File: config.mk
export PLATFORM = sky130hd
export DESIGN_NAME = seven_segment_driver
export DESIGN_NICKNAME = d
export VERILOG_FILES = /design/src/rtl/seven_segment_driver.sv
export SDC_FILE = /design/constraint.sdc
export NUM_CORES = 1
export LEC_CHECK = 0
export BUFFER_PORTS_ARGS = -buffer_cell sky130_fd_sc_hd__buf_2
export CAP_MARGIN = 10
export CORE_ASPECT_RATIO = 1.1
export CORE_MARGIN = 4
export CORE_UTILIZATION = 50
export DETAILED_ROUTE_END_ITERATION = 7
export GPL_TIMING_DRIVEN = 0
export PLACE_DENSITY = 0.72
export RECOVER_POWER = 100
export SLEW_MARGIN = 40
export SYNTH_ARGS = -nofsm -noshare
export SYNTH_HDL_FRONTEND = slang
export SYNTH_SLANG_ARGS = --single-unit
File: constraint.sdc
create_clock -name clk -period 7.13 [get_ports clk]
set_input_delay 0.713 -clock clk [delete_from_list [all_inputs] [get_ports clk]]
set_output_delay 0.713 -clock clk [all_outputs]
set_load 0.05 [all_outputs]
File: src/rtl/seven_segment_driver.sv
// Time-multiplexed driver for an 8-digit common-anode seven-segment display.
// Inputs are captured once per frame; each digit slot opens with a dark gap.
module seven_segment_driver #(
    parameter int unsigned REFRESH_DIV  = 100000,
    parameter int unsigned BLANK_CYCLES = 1000
) (
    input  logic        clk,
    input  logic        rst,
    input  logic [31:0] digit,
    input  logic [7:0]  en_dot,
    input  logic [7:0]  en_digit,
    output logic [7:0]  an,
    output logic [6:0]  seg,
    output logic        dp
);

    localparam int unsigned CNT_W = (REFRESH_DIV > 2) ? $clog2(REFRESH_DIV) : 1;
    localparam logic [CNT_W-1:0] CNT_LAST  = CNT_W'(REFRESH_DIV - 1);
    localparam logic [CNT_W-1:0] BLANK_END = CNT_W'(BLANK_CYCLES);

    typedef enum logic {
        PH_BLANK = 1'b0,
        PH_SHOW  = 1'b1
    } phase_e;

    logic [CNT_W-1:0] cnt_q, cnt_d;
    logic [2:0]       idx_q, idx_d;
    logic [31:0]      snap_digit_q;
    logic [7:0]       snap_en_q;
    logic [7:0]       snap_dot_q;
    logic [7:0]       an_q, an_d;
    logic [6:0]       seg_q, seg_d;
    logic             dp_q, dp_d;
    logic             frame_start;
    logic [3:0]       nibble;
    phase_e           phase;

    always_comb begin
        cnt_d       = (cnt_q == CNT_LAST) ? '0 : cnt_q + 1'b1;
        idx_d       = (cnt_q == CNT_LAST) ? idx_q + 3'd1 : idx_q;
        frame_start = (cnt_q == '0) && (idx_q == 3'd0);
        phase       = (cnt_q < BLANK_END) ? PH_BLANK : PH_SHOW;
        nibble      = snap_digit_q[{idx_q, 2'b00} +: 4];
    end

    // Output decode reads the pre-edge snapshot, so the frame-start edge still
    // shows the previous frame's data; new inputs appear from the next edge on.
    always_comb begin
        an_d  = '1;
        seg_d = '1;
        dp_d  = 1'b1;
        if (phase == PH_SHOW && snap_en_q[idx_q]) begin
            an_d = ~(8'b1 << idx_q);
            dp_d = ~snap_dot_q[idx_q];
            unique case (nibble)
                4'h0: seg_d = 7'h40;
                4'h1: seg_d = 7'h79;
                4'h2: seg_d = 7'h24;
                4'h3: seg_d = 7'h30;
                4'h4: seg_d = 7'h19;
                4'h5: seg_d = 7'h12;
                4'h6: seg_d = 7'h02;
                4'h7: seg_d = 7'h78;
                4'h8: seg_d = 7'h00;
                4'h9: seg_d = 7'h10;
                4'hA: seg_d = 7'h08;
                4'hB: seg_d = 7'h03;
                4'hC: seg_d = 7'h46;
                4'hD: seg_d = 7'h21;
                4'hE: seg_d = 7'h06;
                4'hF: seg_d = 7'h0E;
                default: seg_d = 7'h7F;
            endcase
        end
    end

    always_ff @(posedge clk or negedge rst) begin
        if (!rst) begin
            cnt_q        <= '0;
            idx_q        <= '0;
            snap_digit_q <= '1;
            snap_en_q    <= '0;
            snap_dot_q   <= '0;
            an_q         <= '1;
            seg_q        <= '1;
            dp_q         <= 1'b1;
        end else begin
            cnt_q <= cnt_d;
            idx_q <= idx_d;
            if (frame_start) begin
                snap_digit_q <= digit;
                snap_en_q    <= en_digit;
                snap_dot_q   <= en_dot;
            end
            an_q  <= an_d;
            seg_q <= seg_d;
            dp_q  <= dp_d;
        end
    end

    assign an  = an_q;
    assign seg = seg_q;
    assign dp  = dp_q;

endmodule
==> reports/results.ini, run 1 <==
[die]
initial_core_util_pct = 52.44
coreArea_um2 = 7597
chipWidth_um = 93.11
die_area_um2 = 9461
num_rows = 33
die_h_um = 101.6
io_pins = 66

[yosys]
synth-xor-area-share_pct = 3.518
ys_warn_count = 0
synthAdderAreaFrac_pct = 4.083
yosysUniqueCellTypes = 39
syn_inst = 287
syn_area_um2 = 3984
ys_async_sr_fraction_pct = 100.0
synth_top_area_share_pct = 31.66
synth-main-ff-cell = dfstp_2
synth-edff-count = 0
synth.most_common_cell = dfstp_2
synthSimpleGateAreaFrac_pct = 8.574
syn-num-nets = 350
synthMuxAreaShare_pct = 24.12
synth_compound_area_share_pct = 2.356
yosys-top-cells-count = 48 x dfstp_2, 43 x mux2_2, 36 x dfrtp_1, 20 x nand2_1, 19 x nor2_1
synth_top_family_by_area = multiplexers
synth_seq_cells = 84
synth_area_per_cell_um2 = 13.88
ys_seq_area_share_pct = 54.27
synth_area_leaders = dfstp_2 32%, dfrtp_1 23%, mux2_2 12%, mux4_1 5.9%, ha_1 4.1%
yosys.area.top_type = dfstp_2

[clock_tree]
clock_path_buffers = 2
cts_resized = 0
h-tree-depth = 3
cts-hold-fix-buffers = 0
root_buffer = clkbuf_8
clk_pin_slew_ns = 0.08
cts_made_buffers = 9
clkLatencyLatePin_ns = 0.36
cts_setup_buffers = 0
cts.sinks = 84
cts_tree = built

[global_routing]
grt_first_pass_wirelength_mm = 12.58
overflow = 0
grt_max_degree = 55
grt_use_total_pct = 17.43
grt_antenna_before_repair = 0
first_global_vias = 2588

[hold_path]
hp-class = reg -> reg

[critical_path]
critPathSlowestCell = clkbuf_1
worstPathArrival_ns = 3.85
cp_common_cell = clkbuf_1
crit_required_ns = 7.01
critPathMaxStageDelay_ns = 2.01
cp_max_fo = 54
cp-start-kind = input pin
cpLargestDelayFamily = buffers and inverters
end_kind = asynchronous set/reset pin
path_class = in -> async
cp_num_buf_inv = 2
worstPathCellList = clkbuf_1, clkbuf_1

[run]
drv_cap = 2

[status]
status = finished with violations
violations = max-capacitance violations, max-slew violations

[route]
dr.first_iter.drc_count = 62
wl_mm = 7.533
ant_nets = 0
routedWlPerCell_um = 15.89
post_drt_via_cell_ratio = 5.194
drt-pass1-iter-count = 4
drc = 0
vias = 2462

[final_layout]
multi_input_area_um2 = 1689
area_growth_pct = 15.30
layout-drive-gt1-share_pct = 44.17
fill_cells = 650
antenna_cells = 0
regArea_um2 = 2162
fin_nets = 427

[power]
ir_drop_mv = 0.1517
totalPowerFinal_uw = 902.4
swShare_pct = 22.55
leakagePower_uw = 0.001912
pwr-share-clk_pct = 38.0
power_frac_seq_pct = 55.9
cellPowerDensity_nw_per_um2 = 196.5
p_int_uw = 698.9
pwr-share-comb_pct = 6.1
p_switching_uw = 203.5

[placement]
dp_hpwl_mm = 5.509
gp_congestion = 0.8715
numPortBuffers = 65

[timing]
finalSetupTns_ns = 0
max_freq_ghz = 0.2518
worst_pin_slew_ns = 2.714
hold_viol = 0
slew_headroom_pct = -80.96
final.min_clock_period_ns = 3.972
rsz0062_at_grt = no
slew_violations = 87
finalSetupViolations = 0
fin_skew_ns = 0.01167
fin_crit_sh_pct = 55.71

## sequential cells by signal, indices dropped and copies added (netlist names)
name          count
dp                1
an                8
snap_en_q         8
snap_dot_q        8
cnt_q            17
seg               7
idx_q             3
snap_digit_q     32
## routing by layer
metal | wire [um] | global-route usage, %
met2 | 3559 | 28.25
met4 | 149 | 7.892
met3 | 405 | 4.532
met5 | 0 | 0
met1 | 3418 | 22.17
## power groups by stage
stage	registers (uW)	clock network [uW]	logic, uW
after floorplan	510	0	29.3
after global placement	512	0	54.2
after detailed placement	513	0	58.2
after CTS	505	351	58.6
after global routing	506	374	61.5
final	504	343	54.7
## placed cells by master, fill, tap and decap left out, types with 10 or more instances in the layout
| master | synthesis | final |
|---|---|---|
| dfstp_2 | 48 | 48 |
| buf_2 | 3 | 48 |
| mux2_2 | 43 | 43 |
| dfrtp_1 | 36 | 36 |
| clkbuf_1 | 1 | 27 |
| nand2_1 | 20 | 20 |
| nor2_1 | 19 | 19 |
| nand3_1 | 14 | 14 |
| ha_1 | 13 | 13 |
| clkbuf_8 | 1 | 11 |
| xnor2_1 | 10 | 10 |
## final cells by class
cell class / instances / area share [%]
well taps: 105 / 2.860
flip-flops and latches: 84 / 47.07
clock inverters: 5 / 1.335
inverters: 9 / 0.7355
plain buffers: 11 / 1.444
repair buffers: 66 / 6.701
clock buffers: 11 / 3.078
multi-input cells: 183 / 36.77
## logic make-up after synthesis
kind of cell | count (synthesis)
and+or+nand+nor | 72
xor gates and xnor gates | 16
buffers and inverters | 20
adders and majority gates | 13
muxes | 68
DFF | 84
AOI/OAI and AO/OA | 14
## through the flow
step,instances,hold WS [ns],utilization (%),instance area [um^2],setup WS (ns)
floorplan,287,0.4174,-,3984,4.855
global placement,457,0.4818,58.45,4441,4.464
detailed placement,458,0.4884,58.89,4474,4.438
CTS,474,0.2204,61.56,4677,4.410
global route,474,0.5266,60.46,4593,2.401
finish,474,0.5021,60.46,4593,3.158
## path summary, 6_finish.rpt
check	cells past startpoint	end	start	slack [ns]
max in group clk	9	snap_en_q[5]	idx_q[0]	3.66
min	1	snap_dot_q[4]	snap_dot_q[4]	0.50
max reg2reg	9	snap_en_q[5]	idx_q[0]	3.66
min in group asynchronous	1	cnt_q[11]	rst	0.74
max	2	cnt_q[0]	rst	3.16
min reg2reg	1	snap_dot_q[4]	snap_dot_q[4]	0.50
(Power assumes the default switching activity.)
==> run 2, diff against run 1 <==
--- a/config.mk
+++ b/config.mk
@@ -12,7 +12,7 @@
 export CORE_UTILIZATION = 50
 export DETAILED_ROUTE_END_ITERATION = 7
 export GPL_TIMING_DRIVEN = 0
-export PLACE_DENSITY = 0.72
+export PLACE_DENSITY = 0.75
 export RECOVER_POWER = 100
 export SLEW_MARGIN = 40
 export SYNTH_ARGS = -nofsm -noshare
==> constraint.sdc (replaced) <==
create_clock -name clk -period 3.5 [get_ports clk]
set_input_delay 0.35 -clock clk [delete_from_list [all_inputs] [get_ports clk]]
set_output_delay 0.35 -clock clk [all_outputs]
set_load 0.05 [all_outputs]
==> run 2 against run 1 <==
The flow still finishes with violations (max-capacitance violations, max-slew violations). Highest routed layer unchanged. Register-to-register slack got worse by 3.1 ns. Clock power rose by 110%. Setup slack got worse by 2.6 ns. Critical endpoint is now seg[3]. Largest cell class unchanged.
==> reports/results.ini, run 2 (same netlist as run 1, synthesis figures left out) <==
[clock_tree]
cts.sinks = 84  ; unchanged
h-tree-depth = 3  ; unchanged
clk_pin_slew_ns = 0.08  ; about the same
root_buffer = clkbuf_8
cts_setup_buffers = 0  ; unchanged
clkLatencyLatePin_ns = 0.35  ; about the same
clock_path_buffers = 2  ; unchanged
cts_tree = built
cts_resized = 0  ; unchanged
cts-hold-fix-buffers = 1  ; +1
cts_made_buffers = 9  ; unchanged

[placement]
numPortBuffers = 65  ; unchanged
dp_hpwl_mm = 5.376  ; -2.4%
gp_congestion = 0.8600  ; -1.3%
place_area_um2 = 4474  ; unchanged

[timing]
fin_hold_ws_ns = 0.2182  ; -0.2839 ns
slew_violations = 30  ; -66%
final.min_clock_period_ns = 2.957
finalSetupViolations = 0  ; unchanged
worst_pin_slew_ns = 1.611  ; -1.104 ns
finalSetupTns_ns = 0  ; unchanged
rsz0062_at_grt = no
max_freq_ghz = 0.3382
fin_skew_ns = 0.01001  ; -0.001667 ns
fin_crit_sh_pct = 84.48
hold_viol = 0  ; unchanged
slew_headroom_pct = -7.390  ; +74 points

[status]
status = finished with violations
violations = max-capacitance violations, max-slew violations

[die]
die_h_um = 101.6  ; unchanged
chipWidth_um = 93.11  ; unchanged
initial_core_util_pct = 52.44  ; unchanged
die_area_um2 = 9461  ; unchanged
io_pins = 66  ; unchanged
num_rows = 33  ; unchanged
coreArea_um2 = 7597  ; unchanged

[final_layout]
top_regs = snap_digit_q: 32 flops, cnt_q: 17 flops
largest_register = snap_digit_q
antenna_cells = 0  ; unchanged
layout-drive-gt1-share_pct = 45.41  ; +1.2 points
fill_cells = 636  ; -2.2%
area_growth_pct = 16.61
fin_nets = 428  ; +0.23%
multi_input_area_um2 = 1689  ; unchanged
regArea_um2 = 2162  ; unchanged
layout_common_cells = 50 x buf_2, 48 x dfstp_2, 43 x mux2_2
largest_reg_flops = 32  ; unchanged
design_area_um2 = 4646  ; +1.1%
layout_commonest_cell = buf_2

[route]
vias = 2466  ; +0.16%
wl_mm = 7.261  ; -3.6%
drc = 0  ; unchanged
post_drt_via_cell_ratio = 5.192  ; about the same
dr.first_iter.drc_count = 128  ; +110%
routedWlPerCell_um = 15.29  ; -3.8%
ant_nets = 0  ; unchanged
drt-pass1-iter-count = 4  ; unchanged

[global_routing]
grt_use_total_pct = 16.84  ; -0.60 points
grt_first_pass_wirelength_mm = 12.28  ; -2.4%
grt_max_degree = 56  ; +1.8%
grt_antenna_before_repair = 0  ; unchanged
first_global_vias = 2581  ; -0.27%
overflow = 0  ; unchanged

[critical_path]
cp_common_cell = nand2_1
critPathSlowestCell = mux4_1
worstPathArrival_ns = 3.21  ; -0.64 ns
cp_max_fo = 10  ; -81%
cp-start-kind = register
worstPathCellList = clkbuf_1, mux4_1, nand2_1, nand2_1, inv_1, ha_1, inv_1, mux2_1, mux2i_1, nand2_1
critPathMaxStageDelay_ns = 0.65  ; -1.36 ns
path_class = reg -> reg
end_kind = register
crit_required_ns = 3.76  ; -3.25 ns

[power]
totalPowerFinal_uw = 1859  ; +110%
cellPowerDensity_nw_per_um2 = 400.1  ; +100%
leakagePower_uw = 0.001965  ; +2.7%
ir_drop_mv = 0.2583  ; +70%

[run]
drv_cap = 1  ; -1

[hold_path]
hp-class = in -> reg

[run 2: path summary, 6_finish.rpt]
check | startpoint | slack [ns] | endpoint | cells after the start
worst max-delay path | idx_q[0] | 0.54 | seg[3] | 10
worst min-delay path | digit[14] | 0.22 | snap_digit_q[14] | 2
worst max register to register | idx_q[0] | 0.54 | seg[3] | 10
worst min register to register | cnt_q[12] | 0.50 | cnt_q[12] | 1
max in group asynchronous | rst | 1.55 | snap_digit_q[6] | 3
min in group asynchronous | rst | 0.95 | cnt_q[13] | 2
[run 2: where the power goes]
part	internal, uW	switching (uW)
Combinational	63.3	52.2
Sequential	1010	12.8
Clock	389	327
[run 2: final cells by class]
type	instances	area share, %
clock inverters	4	0.9696
multi-input cells	183	36.36
clock buffers	12	3.582
repair buffers	67	7.353
well taps	105	2.828
flip-flops and latches	84	46.54
plain buffers	11	1.643
inverters	9	0.7272
[run 2: metal layers]
layer | share of wire, % | wire [um] | track usage, %
met5 | 0 | 0 | 0
met4 | 1.0 | 76 | 4.961
met3 | 7.3 | 529 | 5.126
met2 | 48 | 3480 | 26.98
met1 | 44 | 3175 | 22.36
[run 2: critical path: cells and delay by family (launching register included)]
family                   cells  cell delay (ns)
flip-flops                   1             0.50
multiplexers                 3             1.09
buffers and inverters        3             0.80
AND/OR/NAND/NOR              3             0.32
adder cells (fa/ha/maj)      1             0.14
[run 2: metrics by stage]
step           setup WS [ns]  utilization [%]  instances
2_1_floorplan          1.225                -        287
3_3_place_gp          0.8626            58.45        457
3_5_place_dp          0.8317            58.89        458
4_1_cts               0.8197            61.81        475
5_1_grt               0.3164            61.15        475
6_report              0.5433            61.15        475
==> run 3, diff against run 2 <==
==> constraint.sdc (replaced) <==
create_clock -name clk -period 2.7 [get_ports clk]
set_input_delay 0.27 -clock clk [delete_from_list [all_inputs] [get_ports clk]]
set_output_delay 0.27 -clock clk [all_outputs]
set_load 0.05 [all_outputs]
==> run 3 against run 2 <==
The flow still finishes with violations (max-capacitance violations, max-slew violations). Non-clock buffer count did not move. Power rose by 30%. Worst hold slack got worse by 0.079 ns. Die area stayed put. Cell count stayed put. Routed wire length barely moved. Global-route usage is the same. Combinational power increased by 31%. Clock-buffer cell count is the same. Utilization grew 0.41 points. Clock skew hardly changed.
==> reports/results.ini, run 3 (same netlist as run 1, synthesis figures left out) <==
[clock_tree]
clk_pin_slew_ns = 0.08  ; about the same
cts_made_buffers = 9  ; unchanged
clkLatencyLatePin_ns = 0.35  ; about the same
root_buffer = clkbuf_8
cts_tree = built
clock_path_buffers = 2  ; unchanged
cts.sinks = 84  ; unchanged
cts_setup_buffers = 0  ; unchanged
h-tree-depth = 3  ; unchanged

[final_layout]
design_area_um2 = 4677  ; +0.67%
top_regs = snap_digit_q: 32 flops, cnt_q: 17 flops
fill_cells = 629  ; -1.1%
fin_nets = 428  ; unchanged
layout-drive-gt1-share_pct = 47.03  ; +1.6 points
antenna_cells = 0  ; unchanged
area_growth_pct = 17.40
largest_register = snap_digit_q
largest_reg_flops = 32  ; unchanged
layout_common_cells = 48 x dfstp_2, 48 x buf_2, 43 x mux2_2

[hold_path]
hp-start = digit[14]
hp-class = in -> reg

[die]
io_pins = 66  ; unchanged
num_rows = 33  ; unchanged
die_area_um2 = 9461  ; unchanged
initial_core_util_pct = 52.44  ; unchanged
chipWidth_um = 93.11  ; unchanged
die_h_um = 101.6  ; unchanged
coreArea_um2 = 7597  ; unchanged

[power]
ir_drop_mv = 0.3345  ; +30%
leakagePower_uw = 0.001979  ; +0.70%
cellPowerDensity_nw_per_um2 = 515.8  ; +29%

[global_routing]
overflow = 0  ; unchanged
grt_max_degree = 56  ; unchanged
grt_first_pass_wirelength_mm = 12.28  ; unchanged
first_global_vias = 2581  ; unchanged
grt_use_total_pct = 16.84  ; unchanged
grt_antenna_before_repair = 0  ; unchanged

[critical_path]
r2r-start = idx_q[0]
crit_required_ns = 2.93  ; -0.83 ns
worstPathArrival_ns = 2.73  ; -0.48 ns
cp_max_fo = 10  ; unchanged
end_kind = register
path_class = reg -> reg
cp-start-kind = register
critPathLaunch = idx_q[0]

[run]
drv_cap = 1  ; unchanged

[placement]
gp_congestion = 0.8600  ; unchanged
numPortBuffers = 65  ; unchanged
dp_hpwl_mm = 5.376  ; unchanged
place_area_um2 = 4474  ; unchanged

[timing]
max_freq_ghz = 0.4005  ; +18%
slew_violations = 30  ; unchanged
hold_viol = 0  ; unchanged
final.min_clock_period_ns = 2.497  ; -0.4597 ns
finalSetupTns_ns = 0  ; unchanged
fin_crit_sh_pct = 92.48  ; +8.0 points
fin_skew_ns = 0.009972  ; -0.00003380 ns
worst_pin_slew_ns = 1.611  ; -0.0001317 ns
finalSetupViolations = 0  ; unchanged
slew_headroom_pct = -7.381  ; +0.0088 points
rsz0062_at_grt = no

[route]
routedWlPerCell_um = 15.30  ; about the same
ant_nets = 0  ; unchanged
drc = 0  ; unchanged
dr.first_iter.drc_count = 130  ; +1.6%
vias = 2471  ; +0.20%
drt-pass1-iter-count = 4  ; unchanged
wl_mm = 7.268  ; about the same
post_drt_via_cell_ratio = 5.202  ; +0.20%

[status]
status = finished with violations
violations = max-capacitance violations, max-slew violations

-- run 3: changes by cell type in the layout (fill, tap and decap cells not counted) --
cell	before	now
buf_2	50	48
clkbuf_1	22	20
clkbuf_2	0	2
buf_4	2	3
buf_6	2	3
clkinvlp_4	0	1
inv_1	8	7
mux2_1	7	6
mux2_4	1	2
nor4_1	2	1
nor4_2	0	1
nor4b_1	1	0
nor4b_2	0	1
-- run 3: final timing paths --
| check | to | cells past startpoint | slack (ns) |
|---|---|---|---|
| min in group asynchronous | cnt_q[13] | 2 | 0.87 |
| max in group asynchronous | snap_digit_q[6] | 3 | 0.83 |
| worst min-delay path | snap_digit_q[14] | 2 | 0.14 |
| worst max register to register | snap_en_q[5] | 9 | 0.20 |
| worst min register to register | cnt_q[12] | 1 | 0.50 |
| worst max-delay path | snap_en_q[5] | 9 | 0.20 |
-- run 3: layout make-up --
| cell class | count | area [um^2] | share of cell area, % |
|---|---|---|---|
| flip-flops and latches | 84 | 2162 | 46.23 |
| clock buffers | 12 | 166.4 | 3.558 |
| multi-input cells | 183 | 1705 | 36.46 |
| inverters | 9 | 37.54 | 0.8026 |
| well taps | 105 | 131.4 | 2.809 |
| clock inverters | 4 | 45.04 | 0.9631 |
| repair buffers | 67 | 341.6 | 7.303 |
| plain buffers | 11 | 87.58 | 1.873 |
-- run 3: critical path, cell delays in order, from the launching register on --
cell and delay, ns:
dfrtp_1 0.49, buf_6 0.21, inv_1 0.12, ha_1 0.21, nor4b_2 0.21, nand4_1 0.14, nor2_1 0.20, buf_4 0.23
buf_4 0.21, mux2_2 0.35
-- run 3: power by group --
part | internal (uW) | switching (uW) | total [uW]
Sequential | 1310 | 16.8 | 1330
Combinational | 83.3 | 67.6 | 151
Clock | 505 | 425 | 930
-- run 3: per-stage QoR --
stage          std cells  total power, uW  util (%)  setup slack [ns]  hold slack [ns]
6_report             475             2413     61.56            0.2029           0.1390
5_1_grt              475             2519     61.56           0.06516           0.1318
4_1_cts              475             2439     61.81           0.01966           0.1295
3_5_place_dp         458             1508     58.89           0.03174           0.1637
3_3_place_gp         457             1494     58.45           0.06260           0.4820
2_1_floorplan        287             1424         -            0.4246         -0.02559
-- run 3: repair_timing --
item	in CTS	in global routing
hold buffers	1	0
hold endpoints to repair	3	0
endpoints found under the setup margin	0	20
gates resized for setup	0	4
-- run 3: metal layers --
metal	global-route usage, %	wire length, um
met3	5.126	507
met2	26.98	3454
met4	4.961	93
met5	0	0
met1	22.36	3212
